<file path="src/rtl/axis_frame_monitor_if.sv">
// axis_frame_monitor_if: AXI-Stream channel between an image source and the frame monitor.
interface axis_frame_monitor_if #(
   parameter int DATA_WIDTH = 64,
   parameter int USER_WIDTH = 4
);
   logic                  tvalid;
   logic                  tready;
   logic [DATA_WIDTH-1:0] tdata;
   logic [USER_WIDTH-1:0] tuser;
   logic                  tlast;
   modport master (output tvalid, tdata, tuser, tlast, input tready);
   modport slave (input tvalid, tdata, tuser, tlast, output tready);
endinterface

</file>
<file path="src/rtl/axis_frame_monitor.sv">
// axis_frame_monitor: AXI-Stream sink with programmable backpressure, frame/line checks, counters and checksum.
// Define AXIS_MON_STABLE_CHK_EN to compile in the stall-stability checker that drives err[5].
module axis_frame_monitor #(
   parameter int DATA_WIDTH = 64,
   parameter int USER_WIDTH = 4,
   parameter int CNT_WIDTH  = 16
) (
   input  logic                 aclk,
   input  logic                 aclk_reset_n,
   axis_frame_monitor_if.slave  s_axis,
   input  logic                 cfg_enable,
   input  logic [1:0]           cfg_bp_mode,
   input  logic [CNT_WIDTH-1:0] cfg_exp_lines,
   input  logic [CNT_WIDTH-1:0] cfg_exp_beats,
   input  logic                 clr,
   output logic                 frame_done,
   output logic [CNT_WIDTH-1:0] frame_cnt,
   output logic [CNT_WIDTH-1:0] drop_cnt,
   output logic [CNT_WIDTH-1:0] last_lines,
   output logic [31:0]          last_checksum,
   output logic [5:0]           err
);
   typedef enum logic [1:0] {WAIT_SOF, LINE, GAP} state_t;
   state_t state, state_n;
   logic rdy, ph, beat, sof, eof, sol, eol, take, newline, eline, stable_err;
   logic [15:0] lfsr, lfsr_n;
   logic [CNT_WIDTH-1:0] beat_cnt, line_cnt, bc, lc;
   logic [31:0] checksum, sum, cs;
   logic [5:0] err_set;
   assign s_axis.tready = rdy;
   assign beat = s_axis.tvalid & rdy & ~clr;
   assign {eol, sol, eof, sof} = s_axis.tuser[3:0];
   assign lfsr_n = {lfsr[0] ^ lfsr[2] ^ lfsr[3] ^ lfsr[5], lfsr[15:1]};
   always_comb begin
      sum = '0;
      for (int i = 0; i < DATA_WIDTH / 32; i++) sum = sum + s_axis.tdata[32*i +: 32];
   end
   // SOF restarts from any state; the starting beat is processed as the first beat of a line
   always_comb begin
      take = sof | (state != WAIT_SOF);
      newline = sof | (state == GAP);
      eline = eol | eof;
      bc = newline ? CNT_WIDTH'(1) : beat_cnt + CNT_WIDTH'(beat_cnt != '1);
      cs = (sof ? 32'd0 : checksum) + sum;
      lc = (sof ? '0 : line_cnt) + CNT_WIDTH'(eline);
      state_n = state;
      if (beat && take) state_n = eof ? WAIT_SOF : (eol ? GAP : LINE);
      if (clr) state_n = WAIT_SOF;
      err_set = {stable_err, {5{beat}} & {
         (sof & ~sol) | ((state == GAP) & ~sof & ~sol),
         (take & eof & ~eol) | (s_axis.tlast != eol),
         take & eof & (lc != cfg_exp_lines),
         take & eline & (bc != cfg_exp_beats),
         sof & (state != WAIT_SOF)}};
   end
   always_ff @(posedge aclk) begin
      if (!aclk_reset_n) state <= WAIT_SOF;
      else state <= state_n;
   end
   always_ff @(posedge aclk) begin
      if (!aclk_reset_n) begin
         rdy <= 1'b0;
         ph <= 1'b0;
         lfsr <= 16'hACE1;
         beat_cnt <= '0;
         line_cnt <= '0;
         checksum <= '0;
         frame_done <= 1'b0;
         frame_cnt <= '0;
         drop_cnt <= '0;
         last_lines <= '0;
         last_checksum <= '0;
         err <= '0;
      end else begin
         lfsr <= lfsr_n;
         ph <= (cfg_enable && cfg_bp_mode == 2'd2) ? ~ph : 1'b0;
         rdy <= cfg_enable & ((cfg_bp_mode == 2'd0) | ((cfg_bp_mode == 2'd1) & (lfsr_n[0] | lfsr_n[1])) | ((cfg_bp_mode == 2'd2) & ~ph));
         frame_done <= beat & take & eof;
         err <= clr ? '0 : err | err_set;
         if (clr) begin
            frame_cnt <= '0;
            drop_cnt <= '0;
         end else if (beat && !take) begin
            drop_cnt <= drop_cnt + CNT_WIDTH'(drop_cnt != '1);
         end else if (beat) begin
            beat_cnt <= bc;
            line_cnt <= lc;
            checksum <= cs;
            if (eof) begin
               last_lines <= lc;
               last_checksum <= cs;
               frame_cnt <= frame_cnt + CNT_WIDTH'(1);
            end
         end
      end
   end
`ifdef AXIS_MON_STABLE_CHK_EN
   logic pend, last_q;
   logic [DATA_WIDTH-1:0] data_q;
   logic [USER_WIDTH-1:0] user_q;
   always_ff @(posedge aclk) begin
      if (!aclk_reset_n) pend <= 1'b0;
      else pend <= s_axis.tvalid & ~rdy;
      data_q <= s_axis.tdata;
      user_q <= s_axis.tuser;
      last_q <= s_axis.tlast;
   end
   assign stable_err = pend & (~s_axis.tvalid | (s_axis.tdata != data_q) | (s_axis.tuser != user_q) | (s_axis.tlast != last_q));
`else
   assign stable_err = 1'b0;
`endif
endmodule
</file>
<file path="src/flat_wrapper.sv">
// flat-port wrapper written by rule: the top's interface ports become plain ports
module axis_frame_monitor_flat 
#(
   parameter int DATA_WIDTH = 64,
   parameter int USER_WIDTH = 4,
   parameter int CNT_WIDTH  = 16
)
  (aclk, aclk_reset_n, cfg_enable, cfg_bp_mode, cfg_exp_lines, cfg_exp_beats, clr, frame_done, frame_cnt, drop_cnt, last_lines, last_checksum, err, s_axis_tvalid, s_axis_tdata, s_axis_tuser, s_axis_tlast, s_axis_tready);
  axis_frame_monitor_if #(.DATA_WIDTH(DATA_WIDTH), .USER_WIDTH(USER_WIDTH)) s_axis_i ();
  input  logic aclk;
  input  logic aclk_reset_n;
  input  logic cfg_enable;
  input  logic [1:0] cfg_bp_mode;
  input  logic [CNT_WIDTH-1:0] cfg_exp_lines;
  input  logic [CNT_WIDTH-1:0] cfg_exp_beats;
  input  logic clr;
  output logic frame_done;
  output logic [CNT_WIDTH-1:0] frame_cnt;
  output logic [CNT_WIDTH-1:0] drop_cnt;
  output logic [CNT_WIDTH-1:0] last_lines;
  output logic [31:0] last_checksum;
  output logic [5:0] err;
  input wire logic [$bits(s_axis_i.tvalid)-1:0] s_axis_tvalid;
  input wire logic [$bits(s_axis_i.tdata)-1:0] s_axis_tdata;
  input wire logic [$bits(s_axis_i.tuser)-1:0] s_axis_tuser;
  input wire logic [$bits(s_axis_i.tlast)-1:0] s_axis_tlast;
  output wire logic [$bits(s_axis_i.tready)-1:0] s_axis_tready;
  assign s_axis_i.tvalid = s_axis_tvalid;
  assign s_axis_i.tdata = s_axis_tdata;
  assign s_axis_i.tuser = s_axis_tuser;
  assign s_axis_i.tlast = s_axis_tlast;
  assign s_axis_tready = s_axis_i.tready;
  axis_frame_monitor #(.DATA_WIDTH(DATA_WIDTH), .USER_WIDTH(USER_WIDTH), .CNT_WIDTH(CNT_WIDTH)) u_core (.aclk(aclk), .aclk_reset_n(aclk_reset_n), .s_axis(s_axis_i), .cfg_enable(cfg_enable), .cfg_bp_mode(cfg_bp_mode), .cfg_exp_lines(cfg_exp_lines), .cfg_exp_beats(cfg_exp_beats), .clr(clr), .frame_done(frame_done), .frame_cnt(frame_cnt), .drop_cnt(drop_cnt), .last_lines(last_lines), .last_checksum(last_checksum), .err(err));
endmodule
</file>
<file path="config.mk">
export PLATFORM = sky130hd
export DESIGN_NAME = axis_frame_monitor_flat
export DESIGN_NICKNAME = d
export VERILOG_FILES = /design/src/rtl/axis_frame_monitor_if.sv /design/src/rtl/axis_frame_monitor.sv /design/src/flat_wrapper.sv
export SDC_FILE = /design/constraint.sdc
export NUM_CORES = 1
export LEC_CHECK = 0
export CAP_MARGIN = 20
export CORE_ASPECT_RATIO = 0.8
export CORE_MARGIN = 3
export CORE_UTILIZATION = 57
export DETAILED_ROUTE_END_ITERATION = 8
export PLACE_DENSITY = 0.95
export SETUP_SLACK_MARGIN = 0.2
export SKIP_CTS_REPAIR_TIMING = 1
export SLEW_MARGIN = 0
export SYNTH_ARGS = -nofsm -noshare
export SYNTH_HDL_FRONTEND = slang
export SYNTH_SLANG_ARGS = --single-unit
</file>
<file path="constraint.sdc">
create_clock -name aclk -period 7.59 [get_ports aclk]
set_input_delay 0.759 -clock aclk [delete_from_list [all_inputs] [get_ports aclk]]
set_output_delay 0.759 -clock aclk [all_outputs]
set_load 0.03 [all_outputs]
</file>
; ---- Word level (Yosys, flattened, before mapping)
; Index checks and enable logic that the tools add are counted.
; W data, S select, Z words.
[classes]
n_addsub = 6
shifts = 0
n_reduce_logical = 11
n_div = 0
n_mul = 0
muxes = 5
bitwise = 36
eq_ne = 8
magnitude_cmp = 0
[ops]
columns = operator, n
row1 = $add A32 B32 Y32, 2
row2 = $add A16 B1 Y16, 3
row3 = $mux W16, 2
row4 = $mux W32, 1
row5 = $ne A16 B16 Y1, 2
row6 = $ne A16 B16 Y1 const B, 2
row7 = $add A16 B1 Y16 const B, 1
row8 = $and A1 B1 Y1, 16
row9 = $or A1 B1 Y1, 8
row10 = $not A1 Y1, 7
row11 = $or A6 B5 Y6, 1
row12 = $reduce_and A3 Y1, 2
row13 = $and A5 B5 Y5, 1
row14 = $eq A2 B2 Y1 const B, 2
row15 = $mux W2, 2
row16 = $reduce_and A4 Y1, 1
row17 = $logic_and A1 B1 Y1, 3
row18 = $xor A1 B1 Y1, 3
row19 = $eq A2 B1 Y1 const B, 1
row20 = $logic_not A2 Y1, 1
row21 = $reduce_and A2 Y1, 1
row22 = $reduce_bool A2 Y1, 1
row23 = $reduce_or A2 Y1, 1
row24 = $logic_not A1 Y1, 1
row25 = $ne A1 B1 Y1, 1
[word_totals]
elab_cells = 79
mem_count = 0
latch_bits = 0
mem_bits_ro = 0
out_inout_bits = 88
ramBits = 0
in_bits = 108
regBits = 171

; ---- Depth between registers and ports, before layout
[depth]
word_depth = 7
ltp_mapped = 18
depth_no_buf = 14

; ---- Worst setup path before layout
; Ideal clock, no wire load.
[synth_path]
path_kind = input to register
start = input port s_axis_tuser[0]
end = register u_core.checksum[27]
arrival_time_ns = 4.880
cell_stages = 18
path_slack_ns = 2.631
n_path_buf = 4
cell_sequence = clkbuf_1 > clkbuf_1 > clkbuf_1 > clkbuf_1 > nand2b_1 > fa_1 > inv_1 > ha_1 > inv_1 > fa_1 > and2b_1 > o31a_2 > o21ai_2 > o311a_4 > o31ai_4 > a21boi_2 > or4_1 > o211ai_1
[synth_via]
elab_chain_len = 5
elab_cells_between_ends = 7
classes_between = 1 x add/sub / 1 x mux / 2 x bitwise / 3 x reduce/logical
[synth_rtl]
columns = item, line_no
row1 = from (decl), flat_wrapper.sv:25  ; input wire logic [$bits(s_axis_i.tuser)-1:0] s_axis_tuser;
row2 = "parallel branches: the longest is 5 deep, another holds $add A32 B32 Y32", --
row3 = to (signal assigned), axis_frame_monitor.sv:88  ; checksum <= cs;
row4 = to (decl), axis_frame_monitor.sv:28  ; logic [31:0] checksum, sum, cs;
; Parallel ways; which one is timed is not known.
; A chain may end at the register's enable or synchronous reset.

; ---- Worst setup path in the final report
[layout_path]
start = input port s_axis_tdata[1]
end = register u_core.last_checksum[27]
[layout_via]
elab_chain_len = 2
[layout_rtl]
columns = item, line_no
row1 = from (decl), flat_wrapper.sv:24  ; input wire logic [$bits(s_axis_i.tdata)-1:0] s_axis_tdata;
row2 = $add A32 B32 Y32, axis_frame_monitor.sv:36  ; for (int i = 0; i < DATA_WIDTH / 32; i++) sum = sum + s_axis.tdata[32*i +: 32];
row3 = $add A32 B32 Y32, axis_frame_monitor.sv:44  ; cs = (sof ? 32'd0 : checksum) + sum;
row4 = to (signal assigned), axis_frame_monitor.sv:91  ; last_checksum <= cs;
row5 = to (decl), axis_frame_monitor.sv:20  ; output logic [31:0] last_checksum,
; No other way between the ends.

==> flow_metrics.env <==
export IMPL_status="finished, final reports clean"
export IMPL_hold_viol=0
export IMPL_clock_sinks=170
export IMPL_grt_util_met2_pct=44.5
export IMPL_grt_pass1_vias=9519
export IMPL_cts_buffers_inserted=17
export IMPL_cpPeakStageDelay_ns=0.49
export IMPL_required_ns=7.95
export IMPL_die_h_um=125
export IMPL_powerDensity_nw_per_um2=170
export IMPL_cp_depth=15
export IMPL_track_usage_pct=28.9
export IMPL_clockRootBuffer="clkbuf_16"
export IMPL_setup_viol=0
export IMPL_start_kind="input pin"
export IMPL_met3_usage_pct=7.02
export IMPL_fin_skew_ns=0.0134
export IMPL_drtIter0Drc=834
export IMPL_crit_type="in -> reg"
export IMPL_drtAntennaViolNets=0
export IMPL_hold_path_class="reg -> reg"
export IMPL_num_nets_final=1568
export IMPL_met1_usage_pct=39.5
export IMPL_leakage_uw=0.00453
export IMPL_clock_latency_ns=0.44
export IMPL_layout_common_cells="clkdlybuf4s50_1 (192), nand2_1 (173), dfxtp_1 (170)"
export IMPL_grt_pass1_wl_um=46200
export IMPL_endpoint_kind="flip-flop"
export IMPL_critPathBufInv=4
export IMPL_dr_pass1_iters=6
export IMPL_n_antenna_cell=0
export IMPL_worst_path_max_delay_cell="or4_1"
export IMPL_dieArea_um2=19200
export IMPL_ir_drop_uv=157
export IMPL_yosys_top_cells_area="dfxtp_1 (34%), nand2_1 (6.6%), fa_1 (6.4%)"
export IMPL_clkTransAtPathRegs_ns=0.07
export IMPL_gr_max_usage_layer="met2"
export IMPL_syn_inst=1239
export IMPL_synthToLayoutAreaGrowth_pct=26.1
export IMPL_antenna_found_initial=0
export IMPL_synth_flop_cell="dfxtp_1"
export IMPL_critPathArrivalTime_ns=4.54
export IMPL_cts_max_path_buffers=2
export IMPL_hpwlAfterDp_um=19700
export IMPL_fmax_ghz=0.239
export IMPL_place_gp_congestion=0.927
export IMPL_post_route_period_util_pct=55.1
export IMPL_synth_top_area_share_pct=34.0
export IMPL_ys_ff_latch=170
export IMPL_worst_slew_pin_slew_ns=0.759
export IMPL_port_buffers=194
export IMPL_row_count=42
export IMPL_ff2ff_setup_slack_ns=3.76
export IMPL_start_util_pct=59.4
export IMPL_final_min_clock_period_ns=4.18
export IMPL_tns_ns=0
export IMPL_path_cells="clkdlybuf4s50_1 -> inv_1 -> fa_1 -> inv_1 -> ha_1 -> inv_1 -> fa_1 -> and2b_1 -> o31a_2 -> o21ai_2 -> o311a_4 -> o31ai_4 -> a21boi_2 -> or4_1 -> o211ai_1"
export IMPL_rsz0062_at_grt="false"
export IMPL_dp_cells=1592
export IMPL_reg2reg_from="u_core.checksum[1]$_SDFFE_PN0P_"
export IMPL_synth_distinct_cells=63
export IMPL_whs_endpoint="u_core.lfsr[11]$_SDFF_PN1_"
export IMPL_maxSlewViolCount=0
export IMPL_hold_start="u_core.lfsr[12]$_SDFF_PN0_"
export IMPL_route_vias_total=9724
export IMPL_stdcell_count=1624
export IMPL_syn_area_per_cell_um2=8.08
export IMPL_hold_depth=1
export IMPL_maxSlewHeadroom_pct=49.4
export IMPL_final_common_cell="clkdlybuf4s50_1"
export IMPL_async_flop_share_pct=0
export IMPL_yosysWarningCount=0
export IMPL_drv_cap=0
export IMPL_yosysSeqAreaShare_pct=34.0
export IMPL_viasPerCell=5.99
export IMPL_crit_family="compound AO/OA/AOI/OAI gates"
export IMPL_r2r_end="u_core.last_checksum[27]$_SDFFE_PN0P_"
export IMPL_drive_above_1_share_pct=4.13
export IMPL_power_total_uw=2150
export IMPL_cp_common_cell="inv_1"
export IMPL_post_drt_wl_per_cell_um=17.5
export IMPL_r2r_cells=14
export IMPL_overflow=0
export IMPL_die_w_um=154
export IMPL_finalWirelength_um=28500
export IMPL_synth_top_area_cell="dfxtp_1"
export IMPL_htree_num_levels=4
export IMPL_syn_nets=1416
export IMPL_drc=0
export IMPL_io_pins=196
export IMPL_path_max_fanout=7
export IMPL_synth_edf_count=0
export IMPL_cts_tree="done"
export IMPL_design_core_area_um2=16900
export IMPL_syn_area_um2=10000
export IMPL_grt_max_degree=72
==> where the power goes <==
part	internal (uW)	switching [uW]	total [uW]
Combinational	159	211	370
Clock	444	428	872
Sequential	901	4.15	905
Total	1500	643	2150
==> flip-flops by register name, summed over array words and instances, names as in the netlist, 16 cells and up <==
name and count:
u_core.checksum 32, u_core.last_checksum 32, u_core.beat_cnt 16, u_core.drop_cnt 16, u_core.frame_cnt 16, u_core.last_lines 16
u_core.lfsr 16, u_core.line_cnt 16
==> metal layers <==
metal / routed length, um / vias up
met1: 12200 / 4536
met5: 0 / -
met4: 701 / 0
met2: 12900 / 500
met3: 2740 / 73
li1: - / 4615
==> synth_stat cells, types with 7 or more instances <==
cell type,number
a211oi_1,18
a21o_1,13
a21oi_1,102
a31oi_1,12
and2_1,16
and3_1,15
clkbuf_1,57
dfxtp_1,170
fa_1,32
ha_1,37
inv_1,24
nand2_1,175
nand2b_1,15
nand3_1,38
nand4_1,36
nor2_1,132
nor2b_1,39
nor3_1,19
o211ai_1,11
o21a_1,15
o21ai_0,50
or3_1,15
or4_1,7
xnor2_1,57
xor2_1,39
==> layout make-up <==
| cell class | instances | area, um2 |
|---|---|---|
| Fill cell | 1162 | 4240 |
| Sequential cell | 170 | 3400 |
| Clock inverter | 15 | 178 |
| Multi-Input combinational cell | 974 | 6250 |
| Timing Repair Buffer | 203 | 2000 |
| Tap cell | 220 | 275 |
| Inverter | 25 | 93.8 |
| Clock buffer | 17 | 425 |
==> through the flow <==
step           util, %  hold WS, ns  cell area, um2  setup slack [ns]
6_report          74.9        0.412           12600              3.41
3_5_place_dp      71.3        0.396           12000              3.01
3_3_place_gp      71.3        0.390           12000              3.13
2_1_floorplan        -        0.386           10000              2.63
4_1_cts           74.9        0.414           12600              3.45
5_1_grt           74.9        0.420           12600              3.24
==> worst max path at each step <==
stage,from,end,slack (ns)
after floorplan,s_axis_tuser[0],u_core.checksum[27]$_SDFFE_PN0P_,2.63
after global placement,s_axis_tdata[1],u_core.last_checksum[27]$_SDFFE_PN0P_,3.13
after detailed placement,s_axis_tdata[1],u_core.last_checksum[27]$_SDFFE_PN0P_,3.01
after CTS,s_axis_tdata[1],u_core.last_checksum[27]$_SDFFE_PN0P_,3.45
after global routing,s_axis_tdata[1],u_core.last_checksum[27]$_SDFFE_PN0P_,3.24
final,s_axis_tdata[1],u_core.last_checksum[27]$_SDFFE_PN0P_,3.41
==> logic make-up (layout without fill, tap and decap cells) <==
| group | Yosys count | count (layout) | share of synthesized area (%) |
|---|---|---|---|
| AO/OA/AOI/OAI | 269 | 269 | 17.0 |
| XOR/XNOR | 96 | 96 | 8.39 |
| adder cells (fa/ha/maj) | 69 | 69 | 11.0 |
| buffers and inverters | 95 | 260 | 3.67 |
| flip-flops | 170 | 170 | 34.0 |
| multiplexers | 4 | 4 | 0.400 |
| other | 1 | 1 | 0.0374 |
| AND/OR/NAND/NOR | 535 | 535 | 25.5 |
No activity file was read; power rests on OpenSTA's default activity.
